### config.mk
export PLATFORM = sky130hd
export DESIGN_NAME = data_mem_lat_resp
export DESIGN_NICKNAME = d
export VERILOG_FILES = /design/src/rtl/data_mem_lat_resp.sv
export SDC_FILE = /design/constraint.sdc
export NUM_CORES = 2
export LEC_CHECK = 0
export CORE_ASPECT_RATIO = 0.6
export CORE_MARGIN = 2
export CORE_UTILIZATION = 35
export DETAILED_ROUTE_END_ITERATION = 6
export SYNTH_ARGS = -nofsm -noshare
export SYNTH_HDL_FRONTEND = slang
export SYNTH_SLANG_ARGS = --single-unit
### constraint.sdc
create_clock -name clock -period 11.2 [get_ports clock]
set_input_delay 2.24 -clock clock [delete_from_list [all_inputs] [get_ports clock]]
set_output_delay 2.24 -clock clock [all_outputs]
set_load 0.01 [all_outputs]
### src/rtl/data_mem_lat_resp.sv
// Data-side memory responder for the LC3 bus with configurable read/write wait states,
// a base-address window and out-of-window error reporting. Requests are strictly serialised.
module data_mem_lat_resp #(
    parameter int                DATA_W    = 16,
    parameter int                ADDR_W    = 16,
    parameter int                MEM_AW    = 8,
    parameter logic [ADDR_W-1:0] BASE_ADDR = 16'h3000,
    parameter int                RD_LAT    = 3,
    parameter int                WR_LAT    = 2
) (
    input  logic              clock,
    input  logic              reset,
    input  logic              Data_req,
    input  logic              Data_rd,
    input  logic [ADDR_W-1:0] Data_addr,
    input  logic [DATA_W-1:0] Data_din,
    output logic [DATA_W-1:0] Data_dout,
    output logic              complete_data,
    output logic              busy,
    output logic              err_oob
);

    localparam int DEPTH = 2 ** MEM_AW;
    localparam logic [ADDR_W:0] DEPTH_X = (ADDR_W + 1)'(DEPTH);
    localparam logic [3:0] RD_LAT_C = 4'(RD_LAT);
    localparam logic [3:0] WR_LAT_C = 4'(WR_LAT);

    localparam logic [1:0] IDLE = 2'd0;
    localparam logic [1:0] WAIT = 2'd1;
    localparam logic [1:0] RESP = 2'd2;

    if (MEM_AW > ADDR_W) begin : g_bad_mem_aw
        $error("data_mem_lat_resp: MEM_AW must not exceed ADDR_W");
    end
    if ((longint'(BASE_ADDR) + longint'(DEPTH)) > (longint'(1) << ADDR_W)) begin : g_bad_window
        $error("data_mem_lat_resp: address window wraps past the top of the address space");
    end
    if (RD_LAT < 1 || RD_LAT > 15) begin : g_bad_rd_lat
        $error("data_mem_lat_resp: RD_LAT must be in 1..15");
    end
    if (WR_LAT < 1 || WR_LAT > 15) begin : g_bad_wr_lat
        $error("data_mem_lat_resp: WR_LAT must be in 1..15");
    end

    logic [DATA_W-1:0] mem [DEPTH];

    logic [1:0]        state;
    logic [3:0]        cnt;
    logic [3:0]        lat_q;
    logic              rd_q;
    logic              win_q;
    logic [ADDR_W-1:0] addr_q;
    logic [DATA_W-1:0] din_q;

    logic [ADDR_W-1:0] sel_addr;
    logic [DATA_W-1:0] sel_din;
    logic              sel_rd;
    logic [ADDR_W:0]   offset;
    logic              sel_win;
    logic [MEM_AW-1:0] sel_idx;
    logic [3:0]        lat_in;
    logic              accept;
    logic              last_wait;
    logic              fire;

    // In IDLE the live bus is used so a single-cycle latency can complete on the accept edge;
    // afterwards only the captured request is looked at.
    always_comb begin
        sel_addr  = (state == IDLE) ? Data_addr : addr_q;
        sel_din   = (state == IDLE) ? Data_din  : din_q;
        sel_rd    = (state == IDLE) ? Data_rd   : rd_q;
        offset    = {1'b0, sel_addr} - {1'b0, BASE_ADDR};
        sel_win   = (offset < DEPTH_X);
        sel_idx   = offset[MEM_AW-1:0];
        lat_in    = Data_rd ? RD_LAT_C : WR_LAT_C;
        accept    = (state == IDLE) && Data_req;
        last_wait = (state == WAIT) && (cnt == (lat_q - 4'd1));
        fire      = (accept && (lat_in == 4'd1)) || last_wait;
    end

    always_ff @(posedge clock or posedge reset) begin
        if (reset) begin
            state <= IDLE;
            cnt   <= 4'd0;
            lat_q <= 4'd0;
            rd_q  <= 1'b0;
            win_q <= 1'b0;
        end else begin
            case (state)
                IDLE: begin
                    if (accept) begin
                        lat_q <= lat_in;
                        rd_q  <= Data_rd;
                        win_q <= sel_win;
                        cnt   <= 4'd1;
                        state <= (lat_in == 4'd1) ? RESP : WAIT;
                    end
                end
                WAIT: begin
                    if (last_wait) begin
                        cnt   <= 4'd0;
                        state <= RESP;
                    end else begin
                        cnt <= cnt + 4'd1;
                    end
                end
                RESP: begin
                    state <= IDLE;
                end
                default: begin
                    cnt   <= 4'd0;
                    state <= IDLE;
                end
            endcase
        end
    end

    always_ff @(posedge clock) begin
        if (accept) begin
            addr_q <= Data_addr;
            din_q  <= Data_din;
        end
    end

    // Out-of-window reads return zero rather than stale data.
    always_ff @(posedge clock or posedge reset) begin
        if (reset) begin
            Data_dout <= '0;
        end else if (fire && sel_rd) begin
            Data_dout <= sel_win ? mem[sel_idx] : '0;
        end
    end

    always_ff @(posedge clock) begin
        if (fire && !sel_rd && sel_win) begin
            mem[sel_idx] <= sel_din;
        end
    end

    assign busy          = (state != IDLE);
    assign complete_data = (state == RESP);
    assign err_oob       = (state == RESP) && !win_q;

endmodule

==> results.cfg <==
[status]
outcome = finished, violations left
violations = max-capacitance violations

[clock_network]
clock-sinks = 4153
cts_made_buffers = 345
path_clk_slew_ps = 70
tritoncts = done
postCtsSetupBuffers = 0
root_buffer = clkbuf_16
holdBufCountCts = 0
clk_latency_ps = 960
clk_path_buf_depth = 4
ctsResizeCount = 0
htreeDepth = 5

[timing]
clock_skew_ps = 52.7
rsz0062_at_grt = false
max_freq_mhz = 132
period_share_pct = 67.4
hold_violations = 0
fin_tns_setup_ps = 0
setup_viol = 0
slew_headroom_pct = 0.129
setup_slack_ps = 3650
slew_violations = 0
max_slew.worst_pin.slew_ps = 1500
final.min_clock_period_ps = 7550

[final_layout]
drive_gt1_share_pct = 11.2
n_fill_cell = 38100
multi_input_comb_area_um2 = 23800
regArea_um2 = 125000
fin_area_um2 = 171000
final_nets = 8989
syn2layout_area_growth_pct = 13.2

[logic_synthesis]
synth_xor_area_share_pct = 0.0290
syn_nets = 8771
synth_area_leader_cell = edfxtp_1
synth_top_family_by_area = compound AO/OA/AOI/OAI gates
synth_area_um2 = 151000
ys_warn_count = 0
ys_seq_area_share_pct = 82.6
synth_area_leaders = edfxtp_1 82%, o22ai_1 8.0%, o21ai_0 3.1%
synth.mux.area_fraction_pct = 0.0207
async_flop_share_pct = 0.602
synth_simple_gate_area_share_pct = 1.47
synthFlopType = edfxtp_1
post-synth-top-area-fraction_pct = 82.2
synthTopCellsByCount = 4,128 x edfxtp_1, 1,941 x o22ai_1, 927 x o21ai_0
syn_area_per_cell_um2 = 17.3
ys_ff_latch = 4153
synth_most_common_cell = edfxtp_1
synth_edf_count = 4128
synth_compound_area_share_pct = 13.8
yosysUniqueCellTypes = 45
synthAdderAreaFrac_pct = 0.0249
netlist_instances = 8732

[critical_path]
worstReg2RegEnd = Data_dout[8]
criticalPathCategory = in -> reg
cp_max_fo = 129
crit_required_ps = 12020
end_kind = flop
cp.arrival_ps = 8370
r2r_slack_ps = 4090
start_kind = input port
r2r-start = state[1]
reg2regPathDepth = 11

[global_route]
grt_pass1_wl_um = 661000
grt_antenna_before_repair = 44
grt_pass1_vias = 85800
grt_use_total_pct = 20.8
grt_max_degree = 209
gr-total-overflow = 0

[floorplan]
die_height_um = 513
start_util_pct = 35.2
rows = 186
design.die.area_um2 = 437000
core_area_um2 = 429000
boundaryPins = 55
die_w_um = 852

[placement]
dp_hpwl_um = 268000
port_buffers = 54
dp_slack_ps = 3000
gp_congestion = 0.861
place_area_um2 = 160000

[routing]
drc_errors = 0
vias = 91500
drt_iter0_drc = 17100
ant_nets = 0
drt_wl_total_um = 475000
via_per_inst = 6.11
firstDrtPassIters = 6
wl_per_cell_um = 31.8

[flow_run]
cap_violations = 1

[worst_hold_path]
whs_path_depth = 2
hold_start = lat_q[1]
min_to = lat_q[1]
hold_path.class = reg -> reg

[pwr]
p_per_area_nw_per_um2 = 245
vdd_drop_max_mv = 0.230
p_leak_nw = 50.3
-- layout by cell type (no fill, tap or decap), types with 11 or more instances in the layout --
master           count
edfxtp_1          4128
o41ai_1             14
nor4_1              24
a22oi_1            128
nand3_1             19
nand2_4             16
o22ai_1           1941
clkbuf_16          356
nor2_1             259
a21oi_1             67
nand2b_1            22
buf_12              37
bufinv_16           19
nand2_2             15
clkbuf_1            73
dfrtp_1             25
buf_4              421
clkinv_1            84
o21ai_1             52
nand2_1             70
nor4_2              28
nand4_1             18
a41oi_1            224
o21ai_0            922
clkinv_2            56
clkdlybuf4s50_1     54
inv_1               11
-- area by class of cell --
| class | count | area share [%] |
|---|---|---|
| Antenna cell | 6 | 0.00879 |
| Clock buffer | 433 | 5.41 |
| Clock inverter | 182 | 0.830 |
| Inverter | 13 | 0.0286 |
| Multi-Input combinational cell | 3920 | 13.9 |
| Sequential cell | 4153 | 73.0 |
| Tap cell | 5734 | 4.20 |
| Timing Repair Buffer | 517 | 2.63 |
-- worst max-delay path by stage --
stage | start | to | slack, ps | cells after the start
after floorplan | Data_din[0] | mem[0][0] | 5040 | 2
after global placement | Data_addr[1] | Data_dout[9] | 1990 | 12
after detailed placement | Data_addr[1] | Data_dout[7] | 3000 | 12
after CTS | Data_addr[1] | Data_dout[7] | 3960 | 12
after global routing | Data_addr[1] | Data_dout[7] | 3620 | 12
final | Data_addr[1] | Data_dout[8] | 3650 | 11
-- worst max-delay path, stage by stage --
cell and delay, ps:
clkdlybuf4s50_1 930, or4b_1 290, o21a_4 630, buf_12 560, buf_4 640, o22ai_1 140, o21ai_0 210, a41oi_1 580
nor4_1 1280, nor2_1 150, o41ai_2 320
-- per-stage QoR --
stage	util, %	hold slack, ps	power (mW)	std cells
3_3_place_gp	37.3	443	29.6	14300
6_report	39.8	470	41.9	15000
3_5_place_dp	37.3	458	29.9	14300
4_1_cts	39.8	475	41.5	15000
5_1_grt	39.8	507	42.9	15000
2_1_floorplan	-	418	25.7	8732
-- state kept, by name (all words and copies together), names as in the netlist --
signal and count:
Data_dout 16, lat_q 2, addr_q 16, din_q 16
cnt 4, state 2, mem 4096, win_q 1
-- cells by family (layout without fill, tap and decap cells) --
group                      after synthesis  count (layout)
DFF                                   4153            4153
muxes                                    3               3
adders and majority gates                3               3
xor gates and xnor gates                 5               5
and+or+nand+nor                        505             505
buffers and inverters                  659            1145
AOI/OAI and AO/OA                     3404            3404
other                                    0               6
-- metal layers --
metal  up-vias  global-route usage [%]  part of all wire, %
li1      37000                       -                    -
met1     46500                    31.7                   40
met2      7067                    28.1                   40
met3       830                    6.90                   16
met4        16                    6.15                  3.2
met5         -                       0                0.020
-- report_power, final --
group | total (mW) | internal [mW] | switching, mW
sequential | 19.5 | 19.5 | 0.0383
clock | 11.9 | 6.30 | 5.57
combinational | 10.5 | 2.10 | 8.38
Note: power is estimated with default switching activity, not from simulation.
